**src/rtl/uart_tx_fifo_drain_if.sv**
```systemverilog
// Read-port handshake between an async FIFO (first-word-fall-through) and the UART drain.
// The FIFO side presents empty/data; the drain side returns a one-cycle read-increment pulse per pop.
interface uart_tx_fifo_drain_if #(
  parameter int DATA_W = 8
);
  logic              i_fifo_empty;
  logic [DATA_W-1:0] i_fifo_data;
  logic              o_fifo_rinc;

  modport master (
    output i_fifo_empty,
    output i_fifo_data,
    input  o_fifo_rinc
  );

  modport slave (
    input  i_fifo_empty,
    input  i_fifo_data,
    output o_fifo_rinc
  );
endinterface

```
**src/rtl/uart_tx_fifo_drain.sv**
```systemverilog
// UART transmitter draining a FWFT FIFO read port: pops a word whenever the FIFO is non-empty
// and serialises it as start, LSB-first data, optional parity and stop bits.
module uart_tx_fifo_drain #(
  parameter int DATA_W    = 8,
  parameter int PRESC_W   = 6,
  parameter int STOP_BITS = 1
) (
  input  logic               i_clk,
  input  logic               i_rstn,
  uart_tx_fifo_drain_if.slave fifo,
  input  logic               i_par_en,
  input  logic               i_par_typ,
  input  logic [PRESC_W-1:0] i_prescale,
  output logic               o_tx,
  output logic               o_busy
);

  localparam int IDX_W = $clog2(DATA_W) + 1;

  typedef enum logic [2:0] {
    S_IDLE,
    S_START,
    S_DATA,
    S_PARITY,
    S_STOP
  } state_t;

  state_t             state_q, state_d;
  logic [DATA_W-1:0]  shreg_q, shreg_d;
  logic               par_en_q, par_en_d;
  logic               par_bit_q, par_bit_d;
  logic [PRESC_W-1:0] presc_q, presc_d;
  logic [PRESC_W-1:0] cnt_q, cnt_d;
  logic [IDX_W-1:0]   idx_q, idx_d;
  logic               tx_q, tx_d;
  logic               busy_q, busy_d;

  logic               pop;
  logic               bit_end;
  logic               last_data;
  logic               last_stop;

  // Even parity is the XOR of the word; odd parity inverts it.
  function automatic logic parity_bit(input logic [DATA_W-1:0] d, input logic odd);
    return (^d) ^ odd;
  endfunction

  function automatic logic [PRESC_W-1:0] clamp_presc(input logic [PRESC_W-1:0] p);
    return (p == '0) ? PRESC_W'(1) : p;
  endfunction

  assign bit_end   = (cnt_q == (presc_q - PRESC_W'(1)));
  assign last_data = (idx_q == IDX_W'(DATA_W - 1));
  assign last_stop = (idx_q == IDX_W'(STOP_BITS - 1));

  always_comb begin
    state_d   = state_q;
    shreg_d   = shreg_q;
    par_en_d  = par_en_q;
    par_bit_d = par_bit_q;
    presc_d   = presc_q;
    cnt_d     = bit_end ? '0 : cnt_q + PRESC_W'(1);
    idx_d     = idx_q;
    tx_d      = tx_q;
    busy_d    = busy_q;
    pop       = 1'b0;

    case (state_q)
      S_IDLE: begin
        cnt_d = '0;
        idx_d = '0;
        tx_d  = 1'b1;
        if (!fifo.i_fifo_empty) begin
          pop = 1'b1;
        end
      end

      S_START: begin
        if (bit_end) begin
          state_d = S_DATA;
          idx_d   = '0;
          tx_d    = shreg_q[0];
        end
      end

      // The shift register keeps the bit on the line at index 0; it shifts as each bit ends.
      S_DATA: begin
        if (bit_end) begin
          if (last_data) begin
            idx_d = '0;
            if (par_en_q) begin
              state_d = S_PARITY;
              tx_d    = par_bit_q;
            end else begin
              state_d = S_STOP;
              tx_d    = 1'b1;
            end
          end else begin
            idx_d   = idx_q + IDX_W'(1);
            shreg_d = shreg_q >> 1;
            tx_d    = shreg_q[1];
          end
        end
      end

      S_PARITY: begin
        if (bit_end) begin
          state_d = S_STOP;
          idx_d   = '0;
          tx_d    = 1'b1;
        end
      end

      S_STOP: begin
        if (bit_end) begin
          if (last_stop) begin
            if (!fifo.i_fifo_empty) begin
              pop = 1'b1;
            end else begin
              state_d = S_IDLE;
              busy_d  = 1'b0;
              tx_d    = 1'b1;
            end
          end else begin
            idx_d = idx_q + IDX_W'(1);
          end
        end
      end

      default: begin
        state_d = S_IDLE;
        busy_d  = 1'b0;
        tx_d    = 1'b1;
      end
    endcase

    // A pop captures the word and the line configuration for the whole frame.
    if (pop) begin
      state_d   = S_START;
      shreg_d   = fifo.i_fifo_data;
      par_en_d  = i_par_en;
      par_bit_d = parity_bit(fifo.i_fifo_data, i_par_typ);
      presc_d   = clamp_presc(i_prescale);
      cnt_d     = '0;
      idx_d     = '0;
      tx_d      = 1'b0;
      busy_d    = 1'b1;
    end
  end

  always_ff @(posedge i_clk or negedge i_rstn) begin
    if (!i_rstn) begin
      state_q   <= S_IDLE;
      shreg_q   <= '0;
      par_en_q  <= 1'b0;
      par_bit_q <= 1'b0;
      presc_q   <= '0;
      cnt_q     <= '0;
      idx_q     <= '0;
      tx_q      <= 1'b1;
      busy_q    <= 1'b0;
    end else begin
      state_q   <= state_d;
      shreg_q   <= shreg_d;
      par_en_q  <= par_en_d;
      par_bit_q <= par_bit_d;
      presc_q   <= presc_d;
      cnt_q     <= cnt_d;
      idx_q     <= idx_d;
      tx_q      <= tx_d;
      busy_q    <= busy_d;
    end
  end

  // The strobe is combinational, so it must be masked while reset holds the FSM in IDLE.
  assign fifo.o_fifo_rinc = pop & i_rstn;
  assign o_tx             = tx_q;
  assign o_busy           = busy_q;

endmodule

```
**src/flat_wrapper.sv**
```systemverilog
// flat-port wrapper written by rule: the top's interface ports become plain ports
module uart_tx_fifo_drain_flat 
#(
  parameter int DATA_W    = 8,
  parameter int PRESC_W   = 6,
  parameter int STOP_BITS = 1
)
  (i_clk, i_rstn, i_par_en, i_par_typ, i_prescale, o_tx, o_busy, fifo_i_fifo_empty, fifo_i_fifo_data, fifo_o_fifo_rinc);
  uart_tx_fifo_drain_if #(.DATA_W(DATA_W)) fifo_i ();
  input  logic i_clk;
  input  logic i_rstn;
  input  logic i_par_en;
  input  logic i_par_typ;
  input  logic [PRESC_W-1:0] i_prescale;
  output logic o_tx;
  output logic o_busy;
  input wire logic [$bits(fifo_i.i_fifo_empty)-1:0] fifo_i_fifo_empty;
  input wire logic [$bits(fifo_i.i_fifo_data)-1:0] fifo_i_fifo_data;
  output wire logic [$bits(fifo_i.o_fifo_rinc)-1:0] fifo_o_fifo_rinc;
  assign fifo_i.i_fifo_empty = fifo_i_fifo_empty;
  assign fifo_i.i_fifo_data = fifo_i_fifo_data;
  assign fifo_o_fifo_rinc = fifo_i.o_fifo_rinc;
  uart_tx_fifo_drain #(.DATA_W(DATA_W), .PRESC_W(PRESC_W), .STOP_BITS(STOP_BITS)) u_core (.i_clk(i_clk), .i_rstn(i_rstn), .fifo(fifo_i), .i_par_en(i_par_en), .i_par_typ(i_par_typ), .i_prescale(i_prescale), .o_tx(o_tx), .o_busy(o_busy));
endmodule
```
**config.mk**
```make
export PLATFORM = sky130hd
export DESIGN_NAME = uart_tx_fifo_drain_flat
export DESIGN_NICKNAME = d
export VERILOG_FILES = /design/src/rtl/uart_tx_fifo_drain_if.sv /design/src/rtl/uart_tx_fifo_drain.sv /design/src/flat_wrapper.sv
export SDC_FILE = /design/constraint.sdc
export NUM_CORES = 1
export LEC_CHECK = 0
export CAP_MARGIN = 20
export CORE_MARGIN = 1.5
export CORE_UTILIZATION = 55
export DETAILED_ROUTE_END_ITERATION = 16
export GPL_ROUTABILITY_DRIVEN = 0
export PLACE_DENSITY = 0.86
export SYNTH_ARGS = -nofsm -noshare
export SYNTH_HDL_FRONTEND = slang
export SYNTH_SLANG_ARGS = --single-unit
```
**constraint.sdc**
```tcl
create_clock -name i_clk -period 4 [get_ports i_clk]
set_clock_uncertainty 0.05 [all_clocks]
set_input_delay 0.8 -clock i_clk [delete_from_list [all_inputs] [get_ports i_clk]]
set_output_delay 0.8 -clock i_clk [all_outputs]
set_load 0.005 [all_outputs]
```
==> results.sh <==
export IMPL_outcome="finished clean"
export IMPL_critPathTopFamily="simple AND/OR/NAND/NOR gates"
export IMPL_async_flop_share_pct=100
export IMPL_wire_per_inst_um=14.2
export IMPL_r2r_end="u_core.idx_q[3]"
export IMPL_period_share_pct=93.5
export IMPL_finalWirelength_um=3790
export IMPL_place_hpwl_um=2650
export IMPL_ys_seq_area_share_pct=41.1
export IMPL_setup_viol=0
export IMPL_clockBufferDepth=2
export IMPL_timing_rr_start="u_core.presc_q[1]"
export IMPL_holdPathEnd="u_core.o_tx"
export IMPL_dr_pass1_iters=4
export IMPL_power_mw=1.57
export IMPL_timing_hold_ws_ns=0.429
export IMPL_crit_required_ns=3.15
export IMPL_postCtsHoldBufs=0
export IMPL_via_count=1544
export IMPL_cp_start_kind="register"
export IMPL_clkSlewWorstSetupHoldPaths_ns=0.10
export IMPL_finalCriticalPeriod_ns=3.74
export IMPL_slew_headroom_pct=69.1
export IMPL_cts_sinks=31
export IMPL_irDropWorstVdd_mv=0.359
export IMPL_drc_errors=0
export IMPL_layout_setup_ws_ns=0.262
export IMPL_clk_latency_ns=0.35
export IMPL_cts_root_buf="clkbuf_4"
export IMPL_cts_buffers=5
export IMPL_synth_edff_count=0
export IMPL_cap_violations=0
export IMPL_rows=21
export IMPL_ios=22
export IMPL_path_buf_inv=1
export IMPL_place_area_sq_mm=0.00214
export IMPL_ctsResizeCount=0
export IMPL_htreeDepth=2
export IMPL_cp_max_fo=3
export IMPL_synthCells=196
export IMPL_min_from="u_core.o_tx"
export IMPL_io_buffers=21
export IMPL_n_antenna_cell=0
export IMPL_postRouteAntennaNets=0
export IMPL_worstPathArrival_ns=2.89
export IMPL_slew_violations=0
export IMPL_fin_area_sq_mm=0.00220
export IMPL_antenna_found_initial=0
export IMPL_initial_core_util_pct=57.1
export IMPL_grt_pass1_wl_um=6010
export IMPL_whs_path_depth=2
export IMPL_crit_path_end_kind="output port"
export IMPL_critPathMaxStageDelay_ns=0.50
export IMPL_cts_setup_buffers=0
export IMPL_synth_main_ff_cell="dfrtp_1"
export IMPL_syn_mean_instance_area_sq_um=9.65
export IMPL_design_die_area_sq_mm=0.00380
export IMPL_synth_warnings=0
export IMPL_netlist_area_sq_mm=0.00189
export IMPL_power_leakage_nw=0.984
export IMPL_worst_path_max_delay_cell="or4_4"
export IMPL_overflow=0
export IMPL_fin_tns_setup_ns=0
export IMPL_finalNonFillerCells=267
export IMPL_synth_cell_types=48
export IMPL_hp_class="register to register"
export IMPL_power_density_mw_per_mm2=711
export IMPL_syn_nets=219
export IMPL_finalHoldViolations=0
export IMPL_grt_setup_unrepaired="false"
export IMPL_drt_iter0_markers=66
export IMPL_drive_gt1_share_pct=12.2
export IMPL_dp_slack_ns=0.541
export IMPL_area_growth_pct=16.5
export IMPL_crit_type="register to output port"
export IMPL_grt_pass1_vias=1384
export IMPL_grt_usage_pct=22.1
export IMPL_cts_tree="yes"
export IMPL_fin_util_pct=66.6
export IMPL_tightest_slew_ns=0.459
export IMPL_worst_r2r_path_depth=7
export IMPL_via_per_inst=5.78
export IMPL_crit_chain="or3_4, or4_4, a2111oi_4, a31oi_4, nor2_1, clkdlybuf4s50_1"
export IMPL_synth_seq_cells=31
export IMPL_finalNetCount=243
export IMPL_grt_max_degree=32
export IMPL_post_place_cells=259
export IMPL_core_area_sq_mm=0.00331
export IMPL_die_y_um=61.7
export IMPL_fmax_mhz=267
export IMPL_reg2reg_slack_ns=1.15
export IMPL_die_w_um=61.7
## registers in the layout, indices dropped and copies added (netlist names)
name,count
u_core.presc_q,6
u_core.shreg_q,8
u_core.o_tx,1
u_core.par_bit_q,1
u_core.cnt_q,6
u_core.par_en_q,1
u_core.idx_q,4
u_core.state_q,3
u_core.o_busy,1
## cell type report
| class | count | area (sq um) |
|---|---|---|
| timing repair buffer | 24 | 233 |
| fill | 274 | 1110 |
| tap | 46 | 57.6 |
| sequential | 31 | 777 |
| multi-input combinational | 145 | 1030 |
| clock buffer | 6 | 41.3 |
| clock inverter | 2 | 12.5 |
| inverter | 13 | 48.8 |
## synth_stat cells, types with 6 or more instances
cell / count / area (sq um)
a21oi_1: 12 / 60.1
a31oi_1: 6 / 37.5
inv_1: 13 / 48.8
nand2_1: 14 / 52.6
dfrtp_1: 30 / 751
xnor2_1: 13 / 114
xor2_1: 6 / 52.6
mux2i_1: 10 / 100
nor3_1: 6 / 30.0
nor2_1: 23 / 86.3
## placed cells by master, fill, tap and decap left out, drive strengths merged, types with 2 or more instances in the layout
cell           netlist  routed
nor2                23      23
or4                  2       2
nor3                 6       6
a31oi                7       7
mux2                 7       7
dfrtp               30      30
ha                   4       4
clkbuf               4       6
inv                 13      13
buf                  3       3
clkdlybuf4s50        0      21
nand2               15      15
xnor2               13      13
o22ai                3       3
a21oi               12      12
nand3                6       6
o21ai                6       6
mux2i               10      10
xor2                 6       6
a21boi               3       3
nand2b               3       3
## kinds of logic after synthesis
logic type / share of synthesized area [%]
and+or+nand+nor: 16.7
AOI/OAI and AO/OA: 15.4
DFF: 41.1
buffers and inverters: 4.96
xor gates and xnor gates: 8.80
muxes: 10.4
adders and majority gates: 2.65
## metal layers
metal / up-vias / share of wire [%] / wire (um) / track usage [%]
li1: 731 / - / - / -
met1: 755 / 44 / 1650 / 28.5
met2: 51 / 49 / 1870 / 33.8
met3: 7 / 4.8 / 183 / 5.67
met4: 0 / 2.1 / 80 / 12.5
met5: - / 0 / 0 / 0
## worst register-to-register path, cell delays in order, from the launching register on
cell and delay [ns]:
dfrtp_1 0.41, or3_4 0.41, or4_4 0.50, a2111oi_4 0.45, buf_4 0.24, a31oi_1 0.14
a21boi_2 0.22, o41ai_2 0.33
## report_power, final
group	leakage (nW)	switching, mW	internal [mW]
Clock	0.0282	0.119	0.0677
Combinational	0.581	0.439	0.367
Sequential	0.375	0.130	0.445
## worst max path at each step
stage / end / cells past startpoint / slack [ns] / from
2_1_floorplan: fifo_o_fifo_rinc / 8 / 0.80 / u_core.presc_q[1]
3_3_place_gp: fifo_o_fifo_rinc / 6 / 0.61 / u_core.presc_q[1]
3_5_place_dp: fifo_o_fifo_rinc / 6 / 0.54 / u_core.presc_q[1]
4_1_cts: fifo_o_fifo_rinc / 6 / 0.13 / u_core.presc_q[1]
5_1_grt: fifo_o_fifo_rinc / 6 / 0.14 / u_core.presc_q[0]
6_report: fifo_o_fifo_rinc / 6 / 0.26 / u_core.presc_q[1]
Note: power is estimated with default switching activity, not from simulation.
